## config.mk

```make
export PLATFORM = sky130hd
export DESIGN_NAME = ppu_pixel_stream
export DESIGN_NICKNAME = d
export VERILOG_FILES = /design/src/rtl/ppu_pixel_stream_pkg.sv /design/src/rtl/ppu_pixel_stream_pixel_counter.sv /design/src/rtl/ppu_pixel_stream.sv
export SDC_FILE = /design/constraint.sdc
export NUM_CORES = 1
export LEC_CHECK = 0
export CAP_MARGIN = 10
export CELL_PAD_IN_SITES_DETAIL_PLACEMENT = 0
export CELL_PAD_IN_SITES_GLOBAL_PLACEMENT = 1
export CORE_ASPECT_RATIO = 0.75
export CORE_MARGIN = 10
export CORE_UTILIZATION = 35
export CTS_CLUSTER_DIAMETER = 120
export DETAILED_ROUTE_END_ITERATION = 10
export DONT_BUFFER_PORTS = 1
export PLACE_DENSITY = 0.66
export SLEW_MARGIN = 20
export SYNTH_ARGS = -nofsm -noshare
export SYNTH_HDL_FRONTEND = slang
export SYNTH_HIERARCHICAL = 1
export SYNTH_SLANG_ARGS = --single-unit
```

## constraint.sdc

```tcl
create_clock -name clk -period 5.1 [get_ports clk]
set_input_delay 1.53 -clock clk [delete_from_list [all_inputs] [get_ports clk]]
set_output_delay 1.53 -clock clk [all_outputs]
set_load 0.01 [all_outputs]
```

## src/rtl/ppu_pixel_stream_pkg.sv

```systemverilog
// ppu_pixel_stream_pkg: shared video types and default picture geometry.
package ppu_pixel_stream_pkg;
  typedef enum logic [1:0] {
    WAIT_SYNC = 2'd0,
    VBLANK    = 2'd1,
    ACTIVE    = 2'd2
  } state_e;
  localparam int DEF_IMAGE_W = 256;
  localparam int DEF_IMAGE_H = 240;
endpackage

```

## src/rtl/ppu_pixel_stream_pixel_counter.sv

```systemverilog
// pixel_counter: x/y raster position and per-frame accepted pixel count.
module pixel_counter #(
  parameter int IMAGE_W = 256,
  parameter int IMAGE_H = 240,
  localparam int XW = IMAGE_W > 1 ? $clog2(IMAGE_W) : 1,
  localparam int YW = IMAGE_H > 1 ? $clog2(IMAGE_H) : 1
) (
  input  logic          clk,
  input  logic          rst_n,
  input  logic          clear,
  input  logic          advance,
  output logic [XW-1:0] x,
  output logic [YW-1:0] y,
  output logic          line_last,
  output logic          frame_full
);
  localparam int CW = $clog2(IMAGE_W * IMAGE_H + 1);
  localparam logic [XW-1:0] X_LAST = XW'(IMAGE_W - 1);
  localparam logic [YW-1:0] Y_LAST = YW'(IMAGE_H - 1);
  localparam logic [CW-1:0] TOTAL  = CW'(IMAGE_W * IMAGE_H);
  logic [XW-1:0] x_q, x_d;
  logic [YW-1:0] y_q, y_d;
  logic [CW-1:0] count_q, count_d;
  assign line_last  = x_q == X_LAST;
  assign frame_full = count_q == TOTAL;
  assign x = x_q;
  assign y = y_q;
  always_comb begin
    x_d     = clear ? '0 : advance ? (line_last ? '0 : x_q + 1'b1) : x_q;
    y_d     = clear ? '0 : (advance && line_last) ? (y_q == Y_LAST ? '0 : y_q + 1'b1) : y_q;
    count_d = clear ? '0 : advance ? count_q + 1'b1 : count_q;
  end
  always_ff @(posedge clk or negedge rst_n) begin
    if (!rst_n) begin
      x_q     <= '0;
      y_q     <= '0;
      count_q <= '0;
    end else begin
      x_q     <= x_d;
      y_q     <= y_d;
      count_q <= count_d;
    end
  end
endmodule

```

## src/rtl/ppu_pixel_stream.sv

```systemverilog
// ppu_pixel_stream: turns PPU dots plus vblank into a framed pixel stream
// with line/frame markers and a frame-size error pulse.
module ppu_pixel_stream
  import ppu_pixel_stream_pkg::*;
#(
  parameter int IMAGE_W = DEF_IMAGE_W,
  parameter int IMAGE_H = DEF_IMAGE_H
) (
  input  logic       clk,
  input  logic       rst_n,
  input  logic       ppu_px_valid,
  input  logic [5:0] ppu_px,
  input  logic       ppu_vblank,
  output logic [7:0] pixel,
  output logic       pixel_en,
  output logic       frame,
  output logic       line_end,
  output logic       frame_err
);
  localparam int XW = IMAGE_W > 1 ? $clog2(IMAGE_W) : 1;
  localparam int YW = IMAGE_H > 1 ? $clog2(IMAGE_H) : 1;
  state_e state_q, state_d;
  logic vblank_q, armed_q, ovf_q, ovf_d;
  logic [7:0] pixel_q, pixel_d;
  logic pixel_en_q, pixel_en_d, frame_q, frame_d;
  logic line_end_q, line_end_d, frame_err_q, frame_err_d;
  logic rise, fall, accept, clear, line_last, frame_full;
  logic [XW-1:0] x;
  logic [YW-1:0] y;
  logic unused_xy;
  // armed_q masks the first post-reset cycle, whose vblank_q is not a real sample
  assign rise = armed_q & ppu_vblank & ~vblank_q;
  assign fall = armed_q & ~ppu_vblank & vblank_q;
  assign unused_xy = ^{x, y};
  pixel_counter #(.IMAGE_W(IMAGE_W), .IMAGE_H(IMAGE_H)) u_pixel_counter (
    .clk       (clk),
    .rst_n     (rst_n),
    .clear     (clear),
    .advance   (accept),
    .x         (x),
    .y         (y),
    .line_last (line_last),
    .frame_full(frame_full)
  );
  always_ff @(posedge clk or negedge rst_n) begin
    if (!rst_n) begin
      state_q  <= WAIT_SYNC;
      vblank_q <= 1'b0;
      armed_q  <= 1'b0;
    end else begin
      state_q  <= state_d;
      vblank_q <= ppu_vblank;
      armed_q  <= 1'b1;
    end
  end
  always_comb begin
    state_d = (rise && state_q != VBLANK) ? VBLANK :
              (fall && state_q == VBLANK) ? ACTIVE : state_q;
  end
  // a vblank rise wins over a coincident dot
  always_comb begin
    accept      = state_q == ACTIVE && ppu_px_valid && !rise && !frame_full;
    clear       = state_q == VBLANK && fall;
    pixel_d     = accept ? {2'b00, ppu_px} : pixel_q;
    pixel_en_d  = accept;
    line_end_d  = accept && line_last;
    frame_d     = rise && state_q != VBLANK;
    frame_err_d = rise && state_q == ACTIVE && (!frame_full || ovf_q);
    ovf_d       = clear ? 1'b0 :
                  (state_q == ACTIVE && ppu_px_valid && !rise && frame_full) ? 1'b1 : ovf_q;
  end
  always_ff @(posedge clk or negedge rst_n) begin
    if (!rst_n) begin
      pixel_q     <= '0;
      pixel_en_q  <= 1'b0;
      frame_q     <= 1'b0;
      line_end_q  <= 1'b0;
      frame_err_q <= 1'b0;
      ovf_q       <= 1'b0;
    end else begin
      pixel_q     <= pixel_d;
      pixel_en_q  <= pixel_en_d;
      frame_q     <= frame_d;
      line_end_q  <= line_end_d;
      frame_err_q <= frame_err_d;
      ovf_q       <= ovf_d;
    end
  end
  assign pixel     = pixel_q;
  assign pixel_en  = pixel_en_q;
  assign frame     = frame_q;
  assign line_end  = line_end_q;
  assign frame_err = frame_err_q;
endmodule

```

==> results of run 1 <==
==> flip-flops by register name, summed over array words and instances (netlist names) <==
name                     flops
armed_q                      1
frame                        1
frame_err                    1
line_end                     1
ovf_q                        1
pixel                        6
pixel_en                     1
state_q                      2
u_pixel_counter/count_q     16
u_pixel_counter/x            8
vblank_q                     1
==> through the flow <==
stage          instances  total power, W
3_5_place_dp         240        0.000583
4_1_cts              248        0.000812
6_report             248        0.000801
5_1_grt              248        0.000858
3_3_place_gp         240        0.000572
2_1_floorplan        174        0.000543
==> worst register-to-register path, stage by stage, from the launching register on <==
cell	delay, ns
dfrtp_1	0.46
inv_1	0.07
ha_1	0.19
nand2_1	0.05
nor4_1	0.04
and3_1	0.17
inv_1	0.11
nand4_4	0.19
inv_1	0.51
o2111ai_4	0.24
or3_4	0.45
or4_1	0.47
a21oi_1	0.15
==> layout make-up <==
cell class              count  share of cell area (%)
flip-flops and latches     39                    47.8
multi-input cells         119                    40.8
repair buffers              1                   0.368
inverters                   9                    1.66
clock buffers               8                    4.90
well taps                  72                    4.41
==> path summary, 6_finish.rpt <==
check,from,cells after the start,endpoint
worst max-delay path,ppu_vblank,7,u_pixel_counter/count_q[15]
min in group asynchronous,rst_n,0,ovf_q
max in group asynchronous,rst_n,0,line_end
worst min-delay path,state_q[1],2,state_q[1]
worst min register to register,state_q[1],2,state_q[1]
worst max register to register,u_pixel_counter/count_q[0],12,u_pixel_counter/count_q[15]
==> per-layer routing <==
layer	share of wire, %	up-vias	wire, µm
met5	0	-	0
met4	0.43	0	16
met3	5.7	2	212
met2	45	28	1680
met1	49	606	1820
li1	-	595	-
==> report_power, final <==
part	switching [W]	internal [W]	total (W)
clock	0.000102	0.000123	0.000225
sequential	0.0000751	0.000368	0.000443
combinational	0.0000634	0.0000688	0.000132
==> metrics, run 1 <==
status finished, final reports clean; Final Setup Violations 0; number of routed nets with antenna violations 0; PwrDens about 400 nW/µm²; syn_area_per_cell about 11 µm²; Placed Area just under 2000 µm²; first-pass GRT wire length a little over 6000 µm; DR DRC count 0; vias per cell between 4 and 5; Util after Layout 40.5%; DRT Pass-1 Iters 6; Mapped Area 1870 µm²; final non-filler cell area 2040 µm²; Max Slew Vio Count 0; CTS tree done; P_leak between 0.9 and 1 nW; DP HPWL 2740 µm; area of the multi-input gates ~830 µm²; Critical Path Fanout Max 17; core area slightly above 5000 µm²; Final WS setup about 1.7 ns; H-tree depth 2; Nets between 150 and 200; final hold viol count 0; Layout fillers between 400 and 500; Total GRT Usage 8.90%; Post-Syn Instances about 170; Vias about 1200; Seq. cell area between 900 and 1000 µm²; number of setup buffers added after CTS 0; initial core utilization a little under two fifths; Ports 22; clock transition at the registers of the reported paths roughly 0.080 ns; met2 Track Usage GR 12.1%; GR Util met1 around 12%; Worst Hold Class flop to flop; CTS buffer count 5; IO Port Bufs 0; Initial DRC Count 78; Crit Path Class input port to flop; Max-cap violations 0; most common cell after layout, fill and taps aside dfrtp_1; GPL Wtd Cong 0.777; Die H between 80 and 90 µm; Clock Path Buffers 2; WL per Instance ~15 µm; busiest grt layer met1; slowest stage delay, CP around 0.51 ns; Row Count 22; CP top delay family simple AND/OR/NAND/NOR gates; crit path buf inv count 1; vias in the first global route between 1000 and 1500; crit path cell chain nand3b_4 > nand4_4 > inv_1 > o2111ai_4 > or3_4 > or4_1 > a21oi_1; Fin Setup TNS 0 ns; final cycle utilization of the critical path roughly two thirds; critical path launch point type input port; peak supply drop 0.164 mV; Detailed Route WL ~3700 µm; antenna violations before repair 0; Required @ worst endpoint between 5 and 6 ns; clock skew 0.00646 ns; die footprint 8710 µm²; Setup WS pre-CTS about 1.4 ns; Crit. End Element flop; slew margin rel. between 50 and 60%; CTS Sinks 39; Ys Warns 6; fin crit period around 3.4 ns; arrival time at the worst endpoint about 3.6 ns; Slew @ Worst Pin roughly 0.61 ns; Hold-fix buffers, CTS 0; RSZ-0062 raised after global routing false; Clock Latency Late Sink between 0.2 and 0.3 ns; layout cell share with drive strength beyond 1 a little over an eighth; hold slack final 0.505 ns; # diodes 0; Max Fclk about 290 MHz; slowest stage cell, crit path inv_1; pin count of the biggest net entering global routing 40; Reg2Reg Setup Slack 1.93 ns; grt ovf 0; Layout area overhead 8.95%; post-cts sizing count 0; commonest non-fill, non-tap cells in the layout 39 x dfrtp_1, 22 x nor2_1, 11 x nand2_1; Die W approximately 100 µm; clock root cell clkbuf_8; met3 Track Usage GR 3.24%
(Power assumes the default switching activity.)
==> inputs of run 2 (changes only) <==
- clock period: 5.1 -> 3.5 ns (I/O delays scaled with it)
==> run 2 against run 1 <==
Cell area is 0.55% lower. First-iteration DRC count is 10% higher. Sequential share of layout area is 0.27 points higher. Largest power group unchanged. Worst hold slack worse by 0.043 ns. Total power is 40% higher. Sequential power is 46% higher. Clock power is 24% higher. Highest routed layer unchanged.
==> metrics, run 2 (synthesis gave the netlist of run 1 again) <==
arrival time at the worst endpoint 2.95 ns (-0.68 ns); final hold viol count 0 (unchanged); Die W 104 µm (unchanged); DP HPWL 2760 µm (+0.65%); Max-cap violations 0 (unchanged); combinational share of power 17.3% (+0.8 points); DR DRC count 0 (unchanged); H-tree depth 2 (unchanged); hold slack final 0.462 ns (-0.0432 ns); Ports 22 (unchanged); number of routed nets with antenna violations 0 (unchanged); most common cell after layout, fill and taps aside dfrtp_1; Clk pwr share 24.9% (-3.2 points); GPL Wtd Cong 0.836 (+7.5%); DRT Pass-1 Iters 4 (-2); CTS Sinks 39 (unchanged); Final Setup Violations 0 (unchanged); Row Count 22 (unchanged); number of setup buffers added after CTS 0 (unchanged); # diodes 0 (unchanged); layout cell share with drive strength beyond 1 13.0% (-0.074 points); Layout area overhead 8.35%; clock skew 0.00679 ns (+0.000327 ns); vias per cell 4.95 (-0.32%); die footprint 8710 µm² (unchanged); status finished, final reports clean; Switching Share 30.3% (+0.33 points); Total GRT Usage 8.77% (-0.13 points); Critical Path Fanout Max 16 (-1); post-cts sizing count 0 (unchanged); Fin Setup TNS 0 ns (unchanged); CTS tree done; Largest Register u_pixel_counter/count_q; commonest non-fill, non-tap cells in the layout 39 x dfrtp_1, 22 x nor2_1, 11 x nand2_1; critical path launch point type flop; slew margin rel. 59.7% (+0.47 points); antenna violations before repair 0 (unchanged); r2r worst-path depth 13 (+1); CTS buffer count 5 (unchanged); IO Port Bufs 0 (unchanged); Crit. End Element flop; RSZ-0062 raised after global routing false; initial core utilization 37.2% (unchanged); Die H 83.4 µm (unchanged); Initial DRC Count 86 (+10%); Crit Path Class flop to flop; PwrDens 551 nW/µm² (+40%); clock transition at the registers of the reported paths 0.07 ns (about the same); fin crit period approximately 2.8 ns; Clock Path Buffers 2 (unchanged); first-pass GRT wire length 6420 µm (+3.4%); Required @ worst endpoint 3.65 ns (-1.66 ns); Clock Latency Late Sink 0.28 ns (about the same); Hold-fix buffers, CTS 0 (unchanged); grt ovf 0 (unchanged); worst reg2reg startpoint u_pixel_counter/count_q[0]; Reg2Reg Setup Slack 0.70 ns (-1.23 ns); P_leak 0.912 nW (-0.43%); Max Fclk ~360 MHz; vias in the first global route 1261 (+11%); pin count of the biggest net entering global routing 40 (unchanged); clock root cell clkbuf_8; peak supply drop 0.198 mV (+21%); Detailed Route WL 3690 µm (-1.2%); Max Slew Vio Count 0 (unchanged); Nets 189 (+0.53%); Int Power 0.000779 W (+39%); Vias 1232 (+0.081%); WL per Instance 14.8 µm (-1.6%); core area 5040 µm² (unchanged); number of flip-flops in the largest register 16 (unchanged); final cycle utilization of the critical path between 70% and 80%; P_sw 0.000339 W (+41%); Tot Pwr 0.00112 W (+40%); RR Endpoint u_pixel_counter/count_q[14]; Layout fillers 493 (+0.20%); Worst Hold Class input port to async pin; sequential group share of total power 57.7% (+2.3 points); Slew @ Worst Pin 0.599 ns (-0.0119 ns)
run 2: changes by cell type in the layout (fill, tap and decap cells not counted):
| cell | previous run | this run |
|---|---|---|
| clkinv_2 | 0 | 1 |
| clkbuf_1 | 1 | 2 |
| buf_4 | 1 | 2 |
| clkbuf_8 | 7 | 5 |
run 2: critical path: stages (launching register included):
cell,delay [ns]
dfrtp_1,0.46
inv_1,0.07
ha_1,0.20
nand2_1,0.08
nor4_1,0.05
and3_1,0.16
inv_1,0.10
nand4_4,0.18
inv_1,0.16
buf_4,0.24
o211ai_1,0.14
nor4_1,0.54
a31o_2,0.24
a21oi_1,0.05
run 2: layout make-up:
cell class                      instances  area, µm²  share of cell area, %
Multi-Input combinational cell        119        833                   41.1
Timing Repair Buffer                    2       15.0                  0.740
Clock buffer                            7       76.3                   3.76
Sequential cell                        39        976                   48.1
Clock inverter                          1       5.00                  0.247
Inverter                                9       33.8                   1.66
Tap cell                               72       90.1                   4.44
run 2: metrics by stage:
| step | worst slack (ns) | cells | instance area, µm² | util [%] |
|---|---|---|---|---|
| global route | 0.494 | 249 | 2030 | 40.3 |
| global placement | 0.736 | 241 | 1950 | 38.7 |
| finish | 0.702 | 249 | 2030 | 40.3 |
| detailed placement | 0.655 | 241 | 1950 | 38.7 |
| CTS | 0.696 | 249 | 2030 | 40.3 |
| floorplan | 0.741 | 174 | 1880 | - |
run 2: layer usage:
layer	track usage [%]	vias up	wire length, µm
met5	0	-	0
met4	1.88	0	16
met3	2.93	2	160
met2	14.2	19	1830
met1	11.0	613	1680
li1	-	598	-
run 2: power by group through the flow:
stage / Combinational [W] / Sequential [W] / Clock (W)
after global routing: 0.000219 / 0.000657 / 0.000318
after detailed placement: 0.000199 / 0.000656 / 0
after global placement: 0.000183 / 0.000650 / 0
after floorplan: 0.000165 / 0.000627 / 0
after CTS: 0.000198 / 0.000649 / 0.000293
final: 0.000194 / 0.000645 / 0.000279
run 2: worst max-delay path by stage:
| stage | start | slack (ns) | cells past startpoint | endpoint |
|---|---|---|---|---|
| floorplan | ppu_vblank | 0.74 | 7 | u_pixel_counter/count_q[15] |
| global placement | ppu_vblank | 0.74 | 7 | u_pixel_counter/count_q[15] |
| detailed placement | ppu_vblank | 0.66 | 7 | u_pixel_counter/count_q[15] |
| CTS | u_pixel_counter/count_q[0] | 0.70 | 12 | u_pixel_counter/count_q[15] |
| global route | u_pixel_counter/count_q[0] | 0.49 | 13 | u_pixel_counter/count_q[14] |
| finish | u_pixel_counter/count_q[0] | 0.70 | 13 | u_pixel_counter/count_q[14] |
==> inputs of run 3 (changes only) <==
- clock period: 3.5 -> 2.7 ns (I/O delays scaled with it)
==> run 3 against run 2 <==
Sequential share of layout area decreased by 0.67 points. Non-clock buffer count increased by 4. Cell area increased by 1.5%. Setup slack got worse by 0.53 ns. Count of clock-buffer cells in the layout unchanged. Final cell count increased by 1.6%. Wire length increased by 6.0%. Utilization increased by 0.62 points.
==> metrics, run 3 (synthesis gave the netlist of run 1 again) <==
WL per Instance 15.5 µm (+4.3%); clock transition at the registers of the reported paths 0.08 ns (about the same); Largest Register u_pixel_counter/count_q; vias per cell 4.91 (-0.86%); arrival time at the worst endpoint 2.74 ns (-0.21 ns); most common cell after layout, fill and taps aside dfrtp_1; r2r worst-path depth 12 (-1); Crit Path Class flop to flop; Die W 104 µm (unchanged); Post-Layout Cell Count 253 (+1.6%); Worst Hold Class input port to async pin; critical path launch point type flop; post-cts sizing count 0 (unchanged); clock root cell clkbuf_8; Vias 1241 (+0.73%); Ports 22 (unchanged); RSZ-0062 raised after global routing false; Crit. End Element flop; Total GRT Usage 9.39% (+0.62 points); Initial DRC Count 42 (-51%); crit path buf inv count 3 (-1); peak supply drop 0.271 mV (+37%); Hold-fix buffers, CTS 0 (unchanged); clock skew 0.0108 ns (+0.00404 ns); CTS buffer count 5 (unchanged); Tot Pwr 0.00149 W (+33%); Layout fillers 491 (-0.41%); Critical Path Most Common Cell inv_1; DRT Pass-1 Iters 4 (unchanged); IO Port Bufs 0 (unchanged); Placed Area 1980 µm² (+1.5%); number of setup buffers added after CTS 0 (unchanged); Required @ worst endpoint 2.92 ns (-0.73 ns); Clock Latency Late Sink 0.29 ns (about the same); number of routed nets with antenna violations 0 (unchanged); vias in the first global route 1279 (+1.4%); commonest non-fill, non-tap cells in the layout 38 x dfrtp_1, 22 x nor2_1, 11 x nand2_1; DP HPWL 2780 µm (+1.0%); status finished, final reports clean; Nets 193 (+2.1%); Fin Setup TNS 0 ns (unchanged); crit path cell chain inv_1 > ha_1 > nand2_1 > nor4_1 > and3_1 > inv_1 > nand4_4 > inv_2 > o2111ai_4 > or3_4 > or4_1 > a21oi_1; DR DRC count 0 (unchanged); grt ovf 0 (unchanged); antenna violations before repair 0 (unchanged); CTS Sinks 39 (unchanged); H-tree depth 2 (unchanged); Die H 83.4 µm (unchanged); slowest stage cell, crit path or4_1; RR Endpoint u_pixel_counter/count_q[15]; Max-cap violations 0 (unchanged); first-pass GRT wire length 6670 µm (+3.9%); Row Count 22 (unchanged); # diodes 0 (unchanged); die footprint 8710 µm² (unchanged); worst reg2reg startpoint u_pixel_counter/count_q[1]; Clock Path Buffers 2 (unchanged); final hold viol count 0 (unchanged); Util after Layout 40.9% (+0.62 points); CTS tree done; core area 5040 µm² (unchanged); GPL Wtd Cong 0.855 (+2.3%); Reg2Reg Setup Slack 0.18 ns (-0.53 ns); final non-filler cell area 2060 µm² (+1.5%); final cycle utilization of the critical path 93.5% (+14 points); initial core utilization 37.2% (unchanged); pin count of the biggest net entering global routing 40 (unchanged); Critical Path Fanout Max 4 (-12); slowest stage delay, CP 0.48 ns (-0.06 ns); placed insts 245 (+1.7%); layout cell share with drive strength beyond 1 16.0% (+3.0 points); number of flip-flops in the largest register 16 (unchanged); Detailed Route WL 3910 µm (+6.0%); P_leak 0.927 nW (+1.7%); PwrDens 722 nW/µm² (+31%); Max Fclk 396 MHz (+11%); fin crit period 2.52 ns (-0.273 ns); Layout area overhead 10.0%; Final Setup Violations 0 (unchanged); CP top delay family simple AND/OR/NAND/NOR gates; Max Slew Vio Count 0 (unchanged)
## run 3: changes by cell type in the layout (fill, tap and decap cells not counted)
cell | previous run | this run
dfrtp_1 | 39 | 38
buf_4 | 2 | 6
inv_1 | 9 | 8
inv_2 | 0 | 1
dfrtp_2 | 0 | 1
## run 3: how the worst max path moves through the flow
stage                                          start                           to  depth (start not counted)
after floorplan           u_pixel_counter/count_q[0]  u_pixel_counter/count_q[15]                         12
after CTS                 u_pixel_counter/count_q[1]  u_pixel_counter/count_q[15]                         12
final                     u_pixel_counter/count_q[1]  u_pixel_counter/count_q[15]                         12
after detailed placement  u_pixel_counter/count_q[1]  u_pixel_counter/count_q[15]                         12
after global routing      u_pixel_counter/count_q[1]  u_pixel_counter/count_q[15]                         12
after global placement    u_pixel_counter/count_q[1]  u_pixel_counter/count_q[15]                         12
## run 3: worst register-to-register path, delay by kind of cell (launching register included)
family	cells	cell delay, ns
AO/OA/AOI/OAI	2	0.29
adder cells (fa/ha/maj)	1	0.19
buffers and inverters	3	0.27
flip-flops	1	0.41
AND/OR/NAND/NOR	6	1.32
## run 3: where the power goes
| group | internal (W) | total, W | switching (W) |
|---|---|---|---|
| clock | 0.000181 | 0.000378 | 0.000197 |
| sequential | 0.000696 | 0.000826 | 0.000129 |
| combinational | 0.000146 | 0.000285 | 0.000139 |
## run 3: stage by stage
stage               setup WS, ns  hold WS [ns]
finish                     0.175         0.202
global route              0.0169         0.186
CTS                        0.116         0.190
detailed placement         0.155         0.484
global placement           0.202         0.485
floorplan                 0.0990         0.461
## run 3: area by class of cell
type | instances | area, µm² | area share [%]
flip-flops and latches | 39 | 977 | 47.4
multi-input cells | 119 | 833 | 40.4
well taps | 72 | 90.1 | 4.37
clock buffers | 7 | 76.3 | 3.70
repair buffers | 6 | 45.0 | 2.19
inverters | 9 | 33.8 | 1.64
clock inverters | 1 | 5.00 | 0.243
## run 3: per-layer routing
layer / global-route usage (%) / up-vias / share of wire (%) / wire (µm)
li1: - / 611 / - / -
met4: 4.51 / 0 / 1.4 / 53
met2: 14.7 / 9 / 50 / 1940
met5: 0 / - / 0 / 0
met3: 3.09 / 4 / 3.0 / 119
met1: 11.4 / 617 / 46 / 1790
